--- src/rtl/current_filter_scheduler.sv ---
// -----------------------------------------------------------------------------
// current_filter_scheduler
//
// Frame scheduler in front of the shared multichannel current FIR filter.
// Per-channel ADC strobes arrive at any time. They are latched into sample
// registers and aligned to an internal frame counter. Once per frame the
// packed sample vector goes to the filter over valid/ready. The filtered
// vector is then captured and shown to the current loop as a one-cycle
// out_valid pulse.
//
// Optional feature macro: CURRENT_SCHED_STATS_EN
//   defined   -> overrun_count / missing_count saturating statistics are built
//   undefined -> both statistics ports are tied to 0 (frame dropping and
//                out_missing are unaffected)
//
// Ports
//   clk, reset       clock; asynchronous active-high reset
//   enable           run the frame counter (0 holds it at 0)
//   adc_data         {ch0,ch1,...}, ch0 in the MSB slice
//   adc_strobe       bit i pulses when channel i of adc_data is valid
//   flt_in_*         packed vector handshake towards the filter
//   flt_out_*        filtered vector handshake from the filter
//   out_data         filtered vector, held until the next out_valid
//   out_valid        one-cycle pulse when out_data updates
//   out_missing      channels that had no strobe in out_data's frame
//   overrun_count    saturating count of dropped frames
//   missing_count    saturating count of missing channel-samples
// -----------------------------------------------------------------------------
module current_filter_scheduler #(
    parameter int DATA_WIDTH   = 16,
    parameter int CHANNELS     = 3,
    parameter int FRAME_CYCLES = 2000
) (
    input  logic                           clk,
    input  logic                           reset,
    input  logic                           enable,
    input  logic [CHANNELS*DATA_WIDTH-1:0] adc_data,
    input  logic [CHANNELS-1:0]            adc_strobe,
    output logic [CHANNELS*DATA_WIDTH-1:0] flt_in_data,
    output logic                           flt_in_valid,
    input  logic                           flt_in_ready,
    input  logic [CHANNELS*DATA_WIDTH-1:0] flt_out_data,
    input  logic                           flt_out_valid,
    output logic                           flt_out_ready,
    output logic [CHANNELS*DATA_WIDTH-1:0] out_data,
    output logic                           out_valid,
    output logic [CHANNELS-1:0]            out_missing,
    output logic [7:0]                     overrun_count,
    output logic [15:0]                    missing_count
);

    localparam int VW = CHANNELS * DATA_WIDTH;
    localparam int CW = (FRAME_CYCLES > 1) ? $clog2(FRAME_CYCLES) : 1;
    localparam logic [CW-1:0] LAST_CNT = CW'(FRAME_CYCLES - 1);

    generate
        if (FRAME_CYCLES < 4) begin : g_bad_frame
            $error("current_filter_scheduler: FRAME_CYCLES must be >= 4");
        end
    endgenerate

    typedef enum logic [1:0] {
        S_COLLECT  = 2'd0,
        S_DISPATCH = 2'd1,
        S_WAIT     = 2'd2
    } state_t;

    state_t                  state;
    logic [CW-1:0]           cnt;
    logic                    frame_end;
    logic                    dispatch_fire;
    logic [DATA_WIDTH-1:0]   sample [CHANNELS];
    logic [CHANNELS-1:0]     got;
    logic [CHANNELS-1:0]     miss;
    logic [CHANNELS-1:0]     miss_now;
    logic [VW-1:0]           dispatch_vec;

    assign frame_end     = enable && (cnt == LAST_CNT);
    assign dispatch_fire = frame_end && (state == S_COLLECT);

    // A strobe on the frame_end cycle still belongs to the ending frame,
    // so it counts as "got" and its value bypasses the sample register.
    assign miss_now = ~(got | adc_strobe);

    generate
        for (genvar gi = 0; gi < CHANNELS; gi++) begin : g_ch
            localparam int LO = (CHANNELS - 1 - gi) * DATA_WIDTH;
            assign dispatch_vec[LO +: DATA_WIDTH] =
                adc_strobe[gi] ? adc_data[LO +: DATA_WIDTH] : sample[gi];
        end
    endgenerate

    // Frame counter: free-running 0..FRAME_CYCLES-1 while enabled.
    always_ff @(posedge clk or posedge reset) begin
        if (reset) begin
            cnt <= '0;
        end else if (!enable) begin
            cnt <= '0;
        end else if (cnt == LAST_CNT) begin
            cnt <= '0;
        end else begin
            cnt <= cnt + 1'b1;
        end
    end

    // Sample capture runs in every state. got[] is cleared on every
    // frame_end, including dropped (overrun) frames, so a strobe on the
    // frame_end cycle is consumed by the ending frame.
    always_ff @(posedge clk or posedge reset) begin
        if (reset) begin
            for (int i = 0; i < CHANNELS; i++) begin
                sample[i] <= '0;
            end
            got <= '0;
        end else begin
            for (int i = 0; i < CHANNELS; i++) begin
                if (adc_strobe[i]) begin
                    sample[i] <= adc_data[(CHANNELS-1-i)*DATA_WIDTH +: DATA_WIDTH];
                end
            end
            got <= frame_end ? '0 : (got | adc_strobe);
        end
    end

    // Dispatch / capture FSM with registered outputs.
    always_ff @(posedge clk or posedge reset) begin
        if (reset) begin
            state        <= S_COLLECT;
            flt_in_data  <= '0;
            flt_in_valid <= 1'b0;
            miss         <= '0;
            out_data     <= '0;
            out_valid    <= 1'b0;
            out_missing  <= '0;
        end else begin
            out_valid <= 1'b0;
            case (state)
                S_COLLECT: begin
                    if (frame_end) begin
                        flt_in_data  <= dispatch_vec;
                        miss         <= miss_now;
                        flt_in_valid <= 1'b1;
                        state        <= S_DISPATCH;
                    end
                end
                S_DISPATCH: begin
                    if (flt_in_ready) begin
                        flt_in_valid <= 1'b0;
                        state        <= S_WAIT;
                    end
                end
                S_WAIT: begin
                    if (flt_out_valid) begin
                        out_data    <= flt_out_data;
                        out_missing <= miss;
                        out_valid   <= 1'b1;
                        state       <= S_COLLECT;
                    end
                end
                default: begin
                    flt_in_valid <= 1'b0;
                    state        <= S_COLLECT;
                end
            endcase
        end
    end

    // Pure state decode; the only output with no register in front of it.
    assign flt_out_ready = (state == S_WAIT);

`ifdef CURRENT_SCHED_STATS_EN
    logic        overrun_fire;
    logic [15:0] miss_pop;
    logic [16:0] missing_sum;

    // frame_end while a transaction is still in flight drops that frame.
    assign overrun_fire = frame_end && (state != S_COLLECT);

    always_comb begin
        miss_pop = '0;
        for (int i = 0; i < CHANNELS; i++) begin
            miss_pop = miss_pop + 16'(miss_now[i]);
        end
    end

    assign missing_sum = {1'b0, missing_count} + {1'b0, miss_pop};

    always_ff @(posedge clk or posedge reset) begin
        if (reset) begin
            overrun_count <= '0;
            missing_count <= '0;
        end else begin
            if (overrun_fire && (overrun_count != 8'hFF)) begin
                overrun_count <= overrun_count + 8'd1;
            end
            if (dispatch_fire) begin
                missing_count <= missing_sum[16] ? 16'hFFFF : missing_sum[15:0];
            end
        end
    end
`else
    assign overrun_count = '0;
    assign missing_count = '0;
`endif

endmodule

--- config.mk ---
export PLATFORM = sky130hd
export DESIGN_NAME = current_filter_scheduler
export DESIGN_NICKNAME = d
export VERILOG_FILES = /design/src/rtl/current_filter_scheduler.sv
export SDC_FILE = /design/constraint.sdc
export NUM_CORES = 1
export LEC_CHECK = 0
export BUFFER_PORTS_ARGS = -buffer_cell sky130_fd_sc_hd__buf_2
export CAP_MARGIN = 20
export CORE_MARGIN = 8
export CORE_UTILIZATION = 40
export CTS_BUF_LIST = sky130_fd_sc_hd__clkbuf_4 sky130_fd_sc_hd__clkbuf_8 sky130_fd_sc_hd__clkbuf_16
export DETAILED_ROUTE_END_ITERATION = 8
export PLACE_DENSITY_LB_ADDON = 0.12
export SETUP_SLACK_MARGIN = 0.05
export SYNTH_ARGS = -nofsm -noshare
export SYNTH_HDL_FRONTEND = slang
export SYNTH_SLANG_ARGS = --single-unit
--- constraint.sdc ---
create_clock -name clk -period 16.75 [get_ports clk]
set_clock_uncertainty 0.1 [all_clocks]
set_input_delay 3.35 -clock clk [delete_from_list [all_inputs] [get_ports clk]]
set_output_delay 3.35 -clock clk [all_outputs]
set_load 0.005 [all_outputs]
Word-level counts from Yosys, hierarchy flattened:

Cells that the tools add are included.

* register bits after elaboration: 168
* input bits: 104
* output and inout bits: 126

* $add $sub $neg: 1
* eq/ne operators: 6
* muxes and demuxes: 15
* bitwise logic cells: 3
* reductions and logical operators: 6

Operator list (count)
* $mux W16: 3
* $mux W11: 2
* $add A11 B1 Y11 const B: 1
* $eq A11 B11 Y1 const B: 1
* $mux W2: 3
* $ne A2 B2 Y1 const B: 3
* $pmux W2 S3: 1
* $reduce_and A3 Y1: 2
* $mux W1: 4
* $reduce_and A2 Y1: 2
* $mux W3: 1
* $not A3 Y3: 1
* $or A3 B3 Y3: 1
* $pmux W1 S3: 1
* $eq A2 B1 Y1 const B: 1
* $eq A2 B2 Y1 const B: 1
* $logic_not A2 Y1: 1
* $logic_and A1 B1 Y1: 1
* $not A1 Y1: 1

Depth between registers and ports, before layout:

Gate-level depths: netlist of run 1.

* word-level depth: 4
* depth in mapped cells: 5
* depth with buffers taken out: 4

Worst setup path before layout of run 1:

No wires, ideal clock.

* path kind: input to register
* start point: input enable
* end point: register flt_in_data[23]
* setup time: 125 ps
* arrival time: 4683 ps
* required time: 16525 ps
* setup slack: 11842 ps
* cell stages on the path: 4
* path buffers: 1
* cell sequence: or3b_2 -> nor4_4 -> buf_6 -> mux2_2

* word-level cells in the longest chain between the ends: 2

RTL lines
* start, declared: RTL line 36 `input logic enable,`
* $logic_and A1 B1 Y1: RTL line 78 `assign frame_end = enable && (cnt == LAST_CNT);`
* $reduce_and A2 Y1 (no line)
* end signal, assigned: RTL line 140 `flt_in_data <= dispatch_vec;`
* end, declared: RTL line 39 `output logic [CHANNELS*DATA_WIDTH-1:0] flt_in_data,`

Every way passes these cells.
A chain may end at the register's enable or synchronous reset.

Worst setup path in the final report of run 1:

* start point: input enable
* end point: register flt_in_data[22]

The elaborated chain is that of the path after synthesis.

==> flow_summary.toml, run 1 <==
[layout]
multiInputGateArea_mm2 = 0.002133
drive_above_1_share_pct = 61.05
fillCellCount = 1419
seqCellArea_mm2 = 0.004204
syn2layout_area_growth_pct = 26.35
final_nets = 739
n_antenna_cell = 0

[floorplanning]
die_area_mm2 = 0.02072
start_util_pct = 41.08
ioPinCount = 230
rows = 46
fp.dieW_um = 144.0
core_area_mm2 = 0.01594
die_y_um = 144.0

[setup_path]
crit_chain = "buf_2 > or3b_2 > nor4_4 > buf_4 > mux2_2"
start_kind = "primary input"
cp.required_ns = 16.94
path_max_fanout = 29
arrival_ns = 4.94
max_stage_delay_ns = 0.47
slowest_stage = "or3b_2"
path_class = "primary input to register"
end_kind = "register"

[timing]
setup_viol = 0
fmax_mhz = 210.7
whs_ns = 0.3855
worst_slew_pin_slew_ns = 0.9230
final_period_minus_worst_setup_slack_ns = 4.745
fin_crit_sh_pct = 28.33
finalSetupTns_ns = 0
rsz0062_at_grt = "no"
finalHoldViolCount = 0
final_max_slew_viol_count = 0
relSlewSlack_pct = 38.47

[yosys]
synth_top_cell_by_area = "dfrtp_1"
synth_edf_count = 0
synthTopCellsByArea = "dfrtp_1 64%, mux2_2 25%, buf_4 2.8%"
ys_seq_elements = 168
synthArstFlopShare_pct = 100.0
syn-cell-area_mm2 = 0.006549
syn_area_per_cell_um2 = 15.52
synth_top_area_share_pct = 64.20
synth-main-ff-cell = "dfrtp_1"
yosysMostFrequentCell = "dfrtp_1"
yosys-top-cells-count = "168 x dfrtp_1, 146 x mux2_2, 24 x buf_4"
synth-seq-area-share_pct = 64.20
synth_cell_types = 32
syn_inst = 422
yosysWarningCount = 0

[route]
via_per_inst = 4.574
vias = 3947
routed_wirelength_mm = 14.59
drc = 0
detail_route.wl_per_cell_um = 16.90
drt-initial-drc-count = 146
antenna_left = 0
dr.pass1.iters = 4

[pwr]
powerDensity_mw_per_mm2 = 107.8
power_w = 0.0008917
power_leakage_nw = 4.302
ir_drop_mv = 0.06090

[grt]
overflow = 0
grt_pass1_wl_mm = 22.59
antenna_found_initial = 0
track_usage_pct = 14.14
grt_pass1_vias = 4341
grt_max_degree = 95

[clocking]
cts_setup_buffers = 0
htreeDepth = 4
cts_tree = "yes"
clk_latency_ns = 0.41
cts_buffer_depth = 2
numClockSinks = 168
cts_hold_repair.buffers = 0
cts_buffers = 17
ctsResizeCount = 0
clk_pin_slew_ns = 0.06
cts-root-buf = "clkbuf_16"

[place]
port_buffers = 205
place_hpwl_mm = 10.68
gp_congestion = 0.7535

[run]
cap_violations = 0

[min_path]
hold_path.class = "register to register"

[status]
outcome = "finished, final reports clean"
[area by class of cell]
cell class | count | share of cell area [%]
clock buffers | 22 | 5.822
clock inverters | 10 | 1.134
inverters | 6 | 0.3327
multi-input cells | 231 | 25.78
flip-flops and latches | 168 | 50.81
well taps | 216 | 3.266
repair buffers | 210 | 12.85
[sequential cells by signal, indices dropped and copies added, names as in the netlist]
| signal | count |
|---|---|
| out_data | 48 |
| flt_in_data | 48 |
| out_valid | 1 |
| miss | 3 |
| out_missing | 3 |
| state | 2 |
| sample | 48 |
| flt_in_valid | 1 |
| got | 3 |
| cnt | 11 |
[kinds of logic after synthesis]
logic type | after synthesis | synth area share, %
compound gates | 17 | 1.624
xor+xnor | 3 | 0.4013
fa+ha+maj | 1 | 0.1910
buf+inv | 46 | 4.585
flops | 168 | 64.20
mux | 150 | 25.79
other cells | 1 | 0.05726
simple gates | 36 | 3.152
[metrics by stage]
step,worst slack [ns],cells,util (%),cell area [um^2]
after CTS,11.95,863,51.90,8274
after global routing,11.75,863,51.90,8274
after floorplan,8.753,445,-,6635
after detailed placement,11.51,831,48.29,7699
final,12.00,863,51.90,8274
after global placement,11.56,831,48.29,7699
[power by group]
group	internal (W)	leakage, nW	switching (W)	total, W
Sequential	0.000433	2.15	0.0000107	0.000444
Clock	0.000220	0.280	0.000153	0.000373
Combinational	0.0000402	1.88	0.0000344	0.0000746
Total	0.000693	4.30	0.000198	0.000892
[worst max-delay path, delay by kind of cell]
kind / cells / cell delay [ns]
and+or+nand+nor: 2 / 0.64
muxes: 1 / 0.39
buffers and inverters: 2 / 0.54
[routing by layer]
| metal | routed length [um] | part of all wire, % | global-route usage, % |
|---|---|---|---|
| met1 | 5807 | 40 | 16.23 |
| met3 | 920 | 6.3 | 3.749 |
| met4 | 221 | 1.5 | 6.419 |
| met2 | 7639 | 52 | 24.24 |
| met5 | 0 | 0 | 0 |
[path summary, 6_finish.rpt]
path	startpoint	to	slack [ns]	cells after the start
worst max-delay path	enable	flt_in_data[22]	12.00	5
worst min-delay path	flt_in_data[46]	flt_in_data[46]	0.39	1
worst max register to register	cnt[0]	flt_in_data[22]	14.42	5
worst min register to register	flt_in_data[46]	flt_in_data[46]	0.39	1
max in group asynchronous	reset	out_missing[1]	12.07	3
min in group asynchronous	reset	sample[40]	3.01	2
[cell usage in the layout (no fill, tap or decap), types with 5 or more instances in the layout]
cell | Yosys | final
buf_4 | 24 | 5
nor2_1 | 12 | 12
mux2_2 | 146 | 146
conb_1 | 1 | 24
inv_1 | 6 | 5
buf_2 | 0 | 205
a21oi_1 | 6 | 6
dfrtp_1 | 168 | 168
nand3_1 | 6 | 6
clkbuf_16 | 0 | 17
(Power assumes the default switching activity.)
==> run 2, diff against run 1 <==
Clock period 16.75 ns to 4.66 ns, I/O delays scaled along.
==> run 2 against run 1 <==
Net effect:
- clock-buffer cell count grew 2
- critical path depth is the same
- final cell count grew 0.12%
- global-route usage grew 0.22 points
- combinational power grew to 3.7 times the previous value
- register-to-register slack lost 12 ns
- worst hold slack lost 0.061 ns
- sequential power grew to 3.6 times the previous value
- clock power grew to 3.6 times the previous value
- largest power group unchanged
==> flow_summary.toml, run 2 (same netlist as run 1, synthesis figures left out) <==
[status]
outcome = "finished, final reports clean"

[setup_path]
max_stage_delay_ns = 0.59
arrival_ns = 2.73
end_kind = "register"
slowest_stage = "buf_4"
crit_chain = "buf_2 > or3b_2 > nor4_4 > buf_4 > mux2_2"
start_kind = "primary input"
path_class = "primary input to register"
path_max_fanout = 51
cp.required_ns = 4.85

[floorplanning]
ioPinCount = 230
start_util_pct = 41.08
die_y_um = 144.0
core_area_mm2 = 0.01594
rows = 46
fp.dieW_um = 144.0
die_area_mm2 = 0.02072

[layout]
fillCellCount = 1431
syn2layout_area_growth_pct = 27.17
drive_above_1_share_pct = 61.05
reg.largest.list = "flt_in_data: 48 flops, out_data: 48 flops, sample: 48 flops"
layout_commonest_cell = "buf_2"
final_nets = 740
mostFrequentLayoutCells = "205 x buf_2, 168 x dfrtp_1, 146 x mux2_2, 24 x conb_1, 17 x clkbuf_16"
final_cell_area_mm2 = 0.008328

[clocking]
cts_buffers = 17
ctsResizeCount = 0
cts_setup_buffers = 0
cts_buffer_depth = 2
cts_tree = "yes"
clk_latency_ns = 0.41
cts-root-buf = "clkbuf_16"
numClockSinks = 168
cts_hold_repair.buffers = 0
clk_pin_slew_ns = 0.06
htreeDepth = 4

[place]
place_hpwl_mm = 10.72
placed_area_mm2 = 0.007735
port_buffers = 205
gp_congestion = 0.7251

[route]
drt-initial-drc-count = 201
drc = 0
antenna_left = 0
routed_wirelength_mm = 14.53
dr.pass1.iters = 4
detail_route.wl_per_cell_um = 16.81
vias = 3973
via_per_inst = 4.598

[pwr]
ir_drop_mv = 0.2234
powerDensity_mw_per_mm2 = 384.8
power_leakage_nw = 4.333

[timing]
rsz0062_at_grt = "no"
fmax_mhz = 394.5
final_period_minus_worst_setup_slack_ns = 2.535
relSlewSlack_pct = 49.45
worst_slew_pin_slew_ns = 0.7537
final_max_slew_viol_count = 0
finalHoldViolCount = 0
finalSetupTns_ns = 0
fin_crit_sh_pct = 54.39
setup_viol = 0

[grt]
antenna_found_initial = 1
grt_pass1_wl_mm = 22.94
grt_pass1_vias = 4387
track_usage_pct = 14.36
overflow = 0
grt_max_degree = 75

[min_path]
hold_path.class = "primary input to async pin"

[run]
cap_violations = 0
run 2: cell count changes in the layout (fill, tap and decap cells not counted), moves of 2 or more:
| cell | before | now |
|---|---|---|
| clkinvlp_4 | 3 | 1 |
| inv_6 | 3 | 1 |
| buf_12 | 0 | 4 |
| buf_4 | 5 | 2 |
run 2: power breakdown:
part           total [W]  switching, W  internal [W]
logic           0.000274      0.000125      0.000149
registers        0.00159     0.0000369       0.00156
clock network    0.00134      0.000531      0.000806
run 2: layout make-up:
type	instances	area [um^2]	share of cell area [%]
clock inverter	7	67.56	0.8113
multi-input combinational	231	2133	25.62
tap	216	270.3	3.245
sequential	168	4204	50.48
timing repair buffer	211	1121	13.46
inverter	6	26.28	0.3155
clock buffer	24	503.0	6.040
antenna	1	2.502	0.03005
run 2: per-stage QoR:
step	std cells	setup WS, ns	power, W	util (%)	hold slack (ns)
2_1_floorplan	445	1.487	0.001773	-	0.3443
3_3_place_gp	830	1.712	0.001887	48.39	0.3565
3_5_place_dp	831	1.659	0.001901	48.52	0.3664
4_1_cts	862	2.103	0.003258	52.10	0.3771
5_1_grt	864	1.974	0.003350	52.24	0.3019
6_report	864	2.125	0.003205	52.24	0.3241
run 2: worst max-delay path, delay by kind of cell:
| kind | cells | cell delay (ns) |
|---|---|---|
| mux | 1 | 0.41 |
| buf+inv | 2 | 0.70 |
| simple gates | 2 | 0.63 |
run 2: path summary, 6_finish.rpt:
check	start	slack, ns	end	cells after the start
worst max-delay path	enable	2.13	flt_in_data[35]	5
worst min register to register	got[0]	0.37	got[0]	2
max in group asynchronous	reset	3.36	sample[16]	4
worst min-delay path	reset	0.32	out_data[10]	2
worst max register to register	cnt[0]	2.14	flt_in_data[35]	5
min in group clk	got[0]	0.37	got[0]	2
run 2: per-layer routing:
layer	track usage, %	wire [um]
met1	16.58	5734
met2	24.54	7684
met3	4.214	839
met4	5.755	270
met5	0	0
